## src/rtl/stream_demux.sv

```systemverilog
`default_nettype none
// ============================================================================
// Module      : stream_demux
// Description : Two-way valid/ready stream demultiplexer. Each output is fed
//               through its own 2-entry {last,data} FIFO. Packet-locked
//               routing is built when STREAM_DEMUX_PKT_LOCK_EN is defined.
// Revision    : 1.0 - initial release
// ============================================================================
module stream_demux #(
    parameter int WIDTH = 32
) (
    input  logic             clk,
    input  logic             rst_n,
    input  logic             sel,
    input  logic [WIDTH-1:0] in_data,
    input  logic             in_valid,
    input  logic             in_last,
    output logic             in_ready,
    output logic [WIDTH-1:0] out1_data,
    output logic             out1_valid,
    output logic             out1_last,
    input  logic             out1_ready,
    output logic [WIDTH-1:0] out2_data,
    output logic             out2_valid,
    output logic             out2_last,
    input  logic             out2_ready,
    output logic             busy
);

    localparam int N_OUT   = 2;
    localparam int ENTRY_W = WIDTH + 1;

    logic                tgt_out1;
    logic                lock_open;
    logic [N_OUT-1:0]    push;
    logic [N_OUT-1:0]    pop;
    logic [N_OUT-1:0]    out_ready;
    logic [N_OUT-1:0]    out_valid;
    logic [1:0]          cnt  [N_OUT];
    logic [ENTRY_W-1:0]  head [N_OUT];

    // Index 0 is output 1, index 1 is output 2.
    assign out_ready = {out2_ready, out1_ready};
    assign in_ready  = tgt_out1 ? (cnt[0] != 2'd2) : (cnt[1] != 2'd2);
    assign push[0]   = in_valid & in_ready &  tgt_out1;
    assign push[1]   = in_valid & in_ready & ~tgt_out1;
    assign pop       = out_valid & out_ready;

`ifdef STREAM_DEMUX_PKT_LOCK_EN
    localparam logic [1:0] ST_IDLE  = 2'd0;
    localparam logic [1:0] ST_LOCK1 = 2'd1;
    localparam logic [1:0] ST_LOCK2 = 2'd2;

    logic [1:0] state_q;
    logic [1:0] state_d;

    always_ff @(posedge clk or negedge rst_n) begin
        if (!rst_n) begin
            state_q <= ST_IDLE;
        end else begin
            state_q <= state_d;
        end
    end

    always_comb begin
        state_d = state_q;
        if (in_valid && in_ready) begin
            if (in_last) begin
                state_d = ST_IDLE;
            end else if (state_q == ST_IDLE) begin
                state_d = sel ? ST_LOCK1 : ST_LOCK2;
            end
        end
    end

    always_comb begin
        tgt_out1  = sel;
        lock_open = 1'b0;
        case (state_q)
            ST_LOCK1: begin
                tgt_out1  = 1'b1;
                lock_open = 1'b1;
            end
            ST_LOCK2: begin
                tgt_out1  = 1'b0;
                lock_open = 1'b1;
            end
            default: begin
                tgt_out1  = sel;
                lock_open = 1'b0;
            end
        endcase
    end
`else
    assign tgt_out1  = sel;
    assign lock_open = 1'b0;
`endif

    for (genvar i = 0; i < N_OUT; i++) begin : g_fifo
        logic [ENTRY_W-1:0] mem_q [2];
        logic [ENTRY_W-1:0] mem_d [2];
        logic               wr_ptr_q;
        logic               wr_ptr_d;
        logic               rd_ptr_q;
        logic               rd_ptr_d;
        logic [1:0]         cnt_q;
        logic [1:0]         cnt_d;

        always_comb begin
            mem_d    = mem_q;
            wr_ptr_d = wr_ptr_q;
            rd_ptr_d = rd_ptr_q;
            cnt_d    = cnt_q;
            if (push[i]) begin
                mem_d[wr_ptr_q] = {in_last, in_data};
                wr_ptr_d        = ~wr_ptr_q;
            end
            if (pop[i]) begin
                rd_ptr_d = ~rd_ptr_q;
            end
            case ({push[i], pop[i]})
                2'b10:   cnt_d = cnt_q + 2'd1;
                2'b01:   cnt_d = cnt_q - 2'd1;
                default: cnt_d = cnt_q;
            endcase
        end

        always_ff @(posedge clk or negedge rst_n) begin
            if (!rst_n) begin
                mem_q[0] <= '0;
                mem_q[1] <= '0;
                wr_ptr_q <= 1'b0;
                rd_ptr_q <= 1'b0;
                cnt_q    <= 2'd0;
            end else begin
                mem_q    <= mem_d;
                wr_ptr_q <= wr_ptr_d;
                rd_ptr_q <= rd_ptr_d;
                cnt_q    <= cnt_d;
            end
        end

        assign cnt[i]       = cnt_q;
        assign head[i]      = mem_q[rd_ptr_q];
        assign out_valid[i] = (cnt_q != 2'd0);
    end

    assign out1_valid = out_valid[0];
    assign out1_data  = head[0][WIDTH-1:0];
    assign out1_last  = head[0][WIDTH];
    assign out2_valid = out_valid[1];
    assign out2_data  = head[1][WIDTH-1:0];
    assign out2_last  = head[1][WIDTH];
    assign busy       = out_valid[0] | out_valid[1] | lock_open;

endmodule
`default_nettype wire
```

## config.mk

```make
export PLATFORM = sky130hd
export DESIGN_NAME = stream_demux
export DESIGN_NICKNAME = d
export VERILOG_FILES = /design/src/rtl/stream_demux.sv
export SDC_FILE = /design/constraint.sdc
export NUM_CORES = 1
export LEC_CHECK = 0
export BUFFER_PORTS_ARGS = -buffer_cell sky130_fd_sc_hd__buf_2
export CORE_ASPECT_RATIO = 1.1
export CORE_MARGIN = 4
export CORE_UTILIZATION = 50
export CTS_CLUSTER_SIZE = 30
export DETAILED_ROUTE_END_ITERATION = 8
export PLACE_DENSITY = 0.85
export SETUP_SLACK_MARGIN = 0.05
export SKIP_LAST_GASP = 1
export SLEW_MARGIN = 20
export SYNTH_ARGS = -nofsm -noshare
export SYNTH_HDL_FRONTEND = slang
export SYNTH_SLANG_ARGS = --single-unit
```

## constraint.sdc

```tcl
create_clock -name clk -period 1.7 [get_ports clk]
set_input_delay 0.255 -clock clk [delete_from_list [all_inputs] [get_ports clk]]
set_output_delay 0.255 -clock clk [all_outputs]
set_load 0.05 [all_outputs]
```

-- Word level (Yosys, flattened, before mapping)
Index checks and enable logic that the tools add are counted.
- flip-flop bits (word level): 140
- logic and storage cells: 61
- input bits: 39
- reductions and logical operators: 6
- bitwise logic cells: 14
- eq/ne operators: 6
- mux-type cells: 15
- magnitude comparators: 6
- $add $sub $neg: 4
- operators by type and width (operator ; number):
    $mux 33 ; 8
    $bwmux 66 ; 2
    $demux 33 s1 ; 2
    $ge 2x2->1 const B ; 4
    $not 1->2 ; 4
    $pmux 2 s2 ; 2
    $reduce_bool 2->1 ; 4
    $not 1->1 ; 5
    $add 2x1->2 const B ; 2
    $eq 2x1->1 const B ; 2
    $eq 2x2->1 const B ; 2
    $lt 2x1->1 const B ; 2
    $ne 2x2->1 const B ; 2
    $sub 2x1->2 const B ; 2
    $and 1x1->1 ; 3
    $and 2x2->2 ; 1
    $logic_and 1x1->1 ; 2
    $mux 1 ; 1
    $or 1x1->1 ; 1

-- Longest topological paths before layout
Gate-level depths: netlist of run 1.
- depth in word-level cells: 6
- gate-level depth with buffers: 6

-- Worst setup path after synthesis of run 1
Ideal clock, no wire load.
- kind: flip-flop to flip-flop
- start point: reg g_fifo[0].cnt_q[0]
- end point: reg g_fifo[0].cnt_q[1]
- data arrival time: 1.644 ns
- path slack: -0.023 ns
- buffers on the path: 0
- stages on the path, launching flop included: 6
- cells stage by stage: dfrtp_1 > or2_2 > and2_1 > ha_1 > nor2_1 > xor2_1
- elaborated cells on any way between the ends: 12
- those cells by class: 2 x add/sub; 3 x eq/ne; 2 x mux; 3 x bitwise; 2 x reduce/logical
- RTL lines (item ; line ; source):
    start: declaration ; 106 ; logic [1:0] cnt_q;
    start signal: assignment ; 139 ; cnt_q <= cnt_d;
    $reduce_bool 2->1 (*) ; 145 ; assign out_valid[i] = (cnt_q != 2'd0);
    net out1_valid ; 20 ; output logic out1_valid,
    $and 2x2->2 (*) ; 47 ; assign pop = out_valid & out_ready;
    net pop[0] ; 36 ; logic [N_OUT-1:0] pop;
    $eq 2x1->1 / $eq 2x2->1 (equally long branches) ; 121 ; case ({push[i], pop[i]})
    $pmux 2 s2 / $reduce_bool 2->1 (equally long branches) ; - ;
Mark *: on every way through the listed nets, which the timed path passes. The rest lies on a longest branch.
A chain may end at the register's enable or synchronous reset.

-- Final worst setup path of run 1
- start point: reg g_fifo[1].rd_ptr_q
- end point: out out2_data[30]
- longest elaborated chain between the ends: 4
- ends and longest elaborated chain (item ; line ; source):
    start: declaration ; 104 ; logic rd_ptr_q;
    start signal: assignment ; 138 ; rd_ptr_q <= rd_ptr_d;
    $not 1->2 (implied by the code) ; 144 ; assign head[i] = mem_q[rd_ptr_q];
    $mux 33 (implied by the code) (3 in series) ; 144 ;
    end: declaration ; 23 ; output logic [WIDTH-1:0] out2_data,
No other way between the ends. The select of a mux whose other input is x is not followed.

==> flow_summary.yaml, run 1 <==
floorplanning:
  num_rows: 42
  core_area_mm2: 0.01209
  die_x_um: 114.2
  dieArea_mm2: 0.01425
  initial_core_util_pct: 51.30
  io_pins: 109
  fp.dieH_um: 124.8
setup_path:
  critical_path_arrival_ns: 1.58
  cp-end-kind: "output port"
  cp_num_buf_inv: 2
  crit_family: "buffers and inverters"
  critPathKind: "register to output port"
  slowest_stage: "dfrtp_2"
  slowest_delay_ns: 0.38
  path_cells: "buf_12 -> mux2_2 -> buf_2"
  cp_max_fo: 26
  start_kind: "register"
  critPathRequiredTime_ns: 1.44
route:
  viasPerCell: 5.267
  wl_mm: 13.25
  avgRoutedWirePerCell_um: 19.04
  first_pass_iters: 6
  detail-route-antenna-nets: 0
  drc: 0
  vias: 3666
  initialDrtViolationCount: 149
logic_synthesis:
  netlist_area_mm2: 0.006201
  yosysWarnings: 0
  yosysSeqAreaShare_pct: 56.50
  ys_types: 22
  synthCells: 392
  postSynthAreaPerCell_um2: 15.82
  ys_ff_latch: 140
  syn-num-nets: 433
hold_path:
  hold_class: "input port to register"
cells_and_area:
  diodes: 0
  utilization_pct: 66.48
  area_growth_pct: 29.58
  stdcell_area_mm2: 0.008035
  layout.nets: 571
  layout-drive-gt1-share_pct: 64.76
  instances_no_fill: 696
cts:
  clockRootBuffer: "clkbuf_16"
  htreeDepth: 4
  cts_buffer_depth: 2
  numCtsBuffers: 17
  cts_tree: "yes"
  clkSinkCount: 140
  clkLatencyLatePin_ns: 0.41
  cts.clk_slew.worst_paths_ns: 0.06
timing:
  worst_slack_ns: -0.1397
  rsz0062_at_grt: "yes"
  setup_violations: 68
  slew_headroom_pct: 69.06
  maxSlewViolCount: 0
  final.setup.tns_ns: -6.980
  max_freq_mhz: 543.6
  finClkSkew_ns: 0.008900
  finalCritPeriodShare_pct: 108.2
  hold_viol: 0
  worst_slew_pin_slew_ns: 0.4641
  min_period_ns: 1.840
job:
  drv_cap: 0
grt:
  grt_max_degree: 48
  grt_pass1_vias: 4126
  grtUsageTotal_pct: 19.45
  grt_pass1_wl_mm: 21.56
  grt_overflow: 0
  antenna_found_initial: 0
placed_design:
  dp.cells: 655
  dp_hpwl_mm: 8.758
  placed_area_mm2: 0.007174
  portBuffers: 108
  place_congestion: 0.8014
run_status:
  status: "finished with violations"
  violations: "setup timing"
-- cells in the final DEF (no fill, tap or decap), drive strengths merged --
cell           n
nor2b          2
nand2b         4
xnor2          6
dfrtp        140
nand4          1
xor2           4
dlygate4sd3    1
clkinvlp       1
or2            3
clkinv         5
nor3           2
mux2         198
or3b           1
bufinv         1
and2           2
nor2           3
nand2          1
nand3          1
a21oi          1
clkbuf        26
ha             2
buf          137
-- per-stage QoR --
stage | hold WS, ns | setup WS [ns]
after floorplan | -0.04059 | 0.05048
after global placement | 0.2173 | 0.02078
after detailed placement | 0.2204 | -0.01544
after CTS | 0.08607 | -0.1679
after global routing | 0.09774 | -0.2059
final | 0.1012 | -0.1397
-- synth_stat cells --
master	number	area (µm²)
mux2_2	137	1543
mux2_4	30	450.4
buf_2	10	50.05
nor3_2	2	20.02
mux2_1	31	349.1
nand3_1	1	5.000
or3b_1	1	8.760
nand2b_1	4	25.02
nor2_1	3	11.26
clkbuf_1	3	11.26
dfrtp_1	140	3503
nand2_1	1	3.750
xor2_1	4	35.03
nand4_1	1	6.260
buf_1	5	18.77
ha_1	2	25.02
nor2b_1	2	12.51
a21oi_1	1	5.000
and2_1	2	12.51
buf_6	3	33.78
or2_2	3	18.77
xnor2_1	6	52.55
-- sequential cells by signal, summed over array words and instances (netlist names) --
name,cells
g_fifo.mem_q,132
g_fifo.cnt_q,4
g_fifo.wr_ptr_q,2
g_fifo.rd_ptr_q,2
-- repair_timing --
item / in CTS / in global routing
hold endpoints to repair: 43 / 0
hold buffers: 1 / 0
resized for setup: 50 / 15
setup buffers: 2 / 5
cloned: 0 / 2
pin swaps: 0 / 5
endpoints found under the setup margin: 101 / 75
-- cell type report --
cell class | count | area, µm²
well taps | 154 | 192.7
repair buffers | 140 | 1124
flip-flops and latches | 140 | 3507
fillers | 838 | 4051
multi-input cells | 231 | 2664
clock inverters | 7 | 66.31
clock buffers | 24 | 481.7
-- per-layer routing --
metal,up-vias,share of wire (%),track usage [%]
met4,0,1.6,6.359
met5,-,0,0
met1,1880,43,24.65
met3,17,4.9,6.220
li1,1677,-,-
met2,92,51,31.53
-- final timing paths --
path	slack, ns	depth (start not counted)	from	to
setup / recovery	-0.14	3	g_fifo[1].rd_ptr_q	out2_data[30]
hold / removal	0.10	2	in_data[25]	g_fifo[0].mem_q[58]
setup reg to reg	0.07	5	g_fifo[1].cnt_q[1]	g_fifo[1].mem_q[48]
hold reg to reg	0.48	1	g_fifo[0].mem_q[49]	g_fifo[0].mem_q[49]
max in group asynchronous	0.75	3	rst_n	g_fifo[0].mem_q[1]
min in group asynchronous	0.33	2	rst_n	g_fifo[0].mem_q[9]
-- cell families (layout without fill, tap and decap cells) --
| logic type | Yosys count | count (layout) | synth area share (%) |
|---|---|---|---|
| XOR/XNOR | 10 | 10 | 1.412 |
| adder cells (fa/ha/maj) | 2 | 2 | 0.4035 |
| buffers and inverters | 21 | 171 | 1.836 |
| AO/OA/AOI/OAI | 1 | 1 | 0.08063 |
| AND/OR/NAND/NOR | 20 | 20 | 1.997 |
| flip-flops | 140 | 140 | 56.50 |
| multiplexers | 198 | 198 | 37.77 |
Power of run 1 is not shown: default switching activity piles up to over one toggle a cycle in this logic, so the estimate is an artifact.
==> inputs of run 2 (changes only) <==
ABC_AREA = 1   (was default)
CORE_UTILIZATION = 51   (was 50)
PLACE_DENSITY = 0.86   (was 0.85)
==> run 2 against run 1 <==
The flow still finishes with violations (setup timing). Area after synthesis grew 8.1%. Die area grew 5.6%. Clock skew shrank 0.0010 ns. Cell count grew 58%. Routed wire length grew 41%. Non-clock buffer count grew 3. Clock-buffer cell count shrank 4. Final area grew 8.8%. Core utilization grew 2.1 points. Fmax grew 0.26%.
==> flow_summary.yaml, run 2 <==
logic_synthesis:
  yosysSeqAreaShare_pct: 52.27
  postSynthAreaPerCell_um2: 8.154
  yosys-top-cells-area: "dfrtp_1 52%, nand2_1 17%, o21ai_0 7.8%, o21bai_1 7.4%, inv_1 5.9%"
  synthCells: 822
  yosys.area.top_type: "dfrtp_1"
  synth.most_common_cell: "nand2_1"
  ys_top_cells_by_count: "301 x nand2_1, 140 x dfrtp_1, 106 x inv_1"
  synthArstFlopShare_pct: 100.0
  syn-num-nets: 863
  ys_ff_latch: 140
  yosysWarnings: 0
  synth.top_cell.area_share_pct: 52.27
  netlist_area_mm2: 0.006703
  synth_flop_cell: "dfrtp_1"
  ys_types: 22
  synth-edff-count: 0
grt:
  grtUsageTotal_pct: 24.25
  antenna_found_initial: 0
  grt_pass1_wl_mm: 29.24
  grt_overflow: 0
  grt_max_degree: 67
  grt_pass1_vias: 5830
timing:
  finalCritPeriodShare_pct: 107.9
  hold-worst-slack_ns: 0.1019
  max_freq_mhz: 545.0
  rsz0062_at_grt: "yes"
  worst_slack_ns: -0.1349
  finClkSkew_ns: 0.007896
  worst_slew_pin_slew_ns: 0.4113
  slew_headroom_pct: 72.58
  min_period_ns: 1.835
  final.setup.tns_ns: -1.091
  maxSlewViolCount: 0
  setup_violations: 36
  hold_viol: 0
setup_path:
  critPathKind: "register to output port"
  slowest_stage: "dfrtp_2"
  crit_cells: 3
  reg2regPathDepth: 6
  start_kind: "register"
  crit_family: "flip-flops"
  cp_max_fo: 12
  cp_num_buf_inv: 2
  critical_path_arrival_ns: 1.58
  cp-end-kind: "output port"
  slowest_delay_ns: 0.47
  path_cells: "buf_6 -> o21ai_0 -> buf_4"
  critPathRequiredTime_ns: 1.44
cts:
  cts_buffer_depth: 2
  numCtsBuffers: 17
  clockRootBuffer: "clkbuf_16"
  clkSinkCount: 140
  htreeDepth: 4
  clkLatencyLatePin_ns: 0.41
  cts_tree: "yes"
  cts.clk_slew.worst_paths_ns: 0.06
placed_design:
  portBuffers: 108
  dp.cells: 1063
  dp_hpwl_mm: 11.11
  place_congestion: 0.8144
route:
  initialDrtViolationCount: 507
  avgRoutedWirePerCell_um: 16.99
  viasPerCell: 5.428
  vias: 5987
  drc: 0
  detail-route-antenna-nets: 0
  wl_mm: 18.74
  first_pass_iters: 5
job:
  drv_cap: 0
cells_and_area:
  instances_no_fill: 1103
  utilization_pct: 68.57
  layout_common_cells: "299 x nand2_1, 138 x dfrtp_1, 106 x inv_1"
  reg_top3: "g_fifo.mem_q: 132 flops, g_fifo.cnt_q: 4 flops"
  largest_register_ffs: 132
  layout_commonest_cell: "nand2_1"
  area_growth_pct: 30.45
  fill_cells: 874
  regMostFlops: "g_fifo.mem_q"
  diodes: 0
  layout.nets: 975
  layout-drive-gt1-share_pct: 24.42
floorplanning:
  core_area_mm2: 0.01275
  initial_core_util_pct: 52.57
  io_pins: 109
  fp.dieH_um: 128.2
  dieArea_mm2: 0.01504
  die_x_um: 117.3
  num_rows: 43
hold_path:
  whs_path_depth: 3
  hold_class: "input port to register"
run_status:
  status: "finished with violations"
  violations: "setup timing"
run 2: cell types whose count changed after synthesis, moves of 17 or more:
cell,before,now
o21ai_1,0,30
inv_1,0,106
mux2_1,31,0
o21ai_0,0,105
mux2_2,137,0
mux2_4,30,0
o21bai_1,0,66
clkbuf_1,3,20
nand2_1,1,301
run 2: path summary, 6_finish.rpt:
path | slack, ns | start | to
setup / recovery | -0.13 | g_fifo[0].rd_ptr_q | out1_data[12]
hold / removal | 0.10 | in_data[0] | g_fifo[1].mem_q[0]
setup reg to reg | 0.12 | g_fifo[0].cnt_q[1] | g_fifo[1].mem_q[5]
hold reg to reg | 0.50 | g_fifo[0].mem_q[7] | g_fifo[0].mem_q[7]
max in group asynchronous | 0.81 | rst_n | g_fifo[0].mem_q[39]
min in group asynchronous | 0.32 | rst_n | g_fifo[0].mem_q[63]
run 2: area by class of cell:
cell class | instances | area [µm²] | area share (%)
sequential | 140 | 3506 | 40.10
clock buffer | 20 | 466.7 | 5.338
tap | 157 | 196.4 | 2.247
clock inverter | 11 | 117.6 | 1.345
timing repair buffer | 143 | 1320 | 15.10
inverter | 109 | 409.1 | 4.679
multi-input combinational | 523 | 2728 | 31.20
run 2: stage by stage:
stage	setup WS (ns)	instance area, µm²
floorplan	-0.2395	6734
global placement	0.1748	7473
detailed placement	0.1196	7473
CTS	-0.04141	8507
global route	-0.1646	8743
finish	-0.1349	8743
run 2: cells by family after synthesis:
logic type,Yosys count,share of synthesized area [%]
simple gates,310,18.56
compound gates,203,17.62
xor+xnor,8,1.045
flops,140,52.27
buf+inv,159,10.14
fa+ha+maj,2,0.3733
run 2: metal layers:
layer  GRT usage, %  wire (µm)  vias up
met2          39.46       9184      301
met3          5.207       1267       78
met1          31.72       7571     2829
met5              0          0        -
met4          10.49        717        0
li1               -          -     2779
run 2: worst reg2reg max path, delay by kind of cell, from the launching register on:
family / cells / cell delay, ns
flops: 1 / 0.41
compound gates: 1 / 0.17
simple gates: 3 / 0.43
buf+inv: 2 / 0.46
run 2: repair_timing:
item                       4_1_cts  5_1_grt
cloned                           0        3
setup buffers                    3        2
gates resized for setup        165       50
hold endpoints to repair        37        0
hold buffers                     1        0
setup endpoints to repair       67      119
Power of run 2 is left out for the same reason.
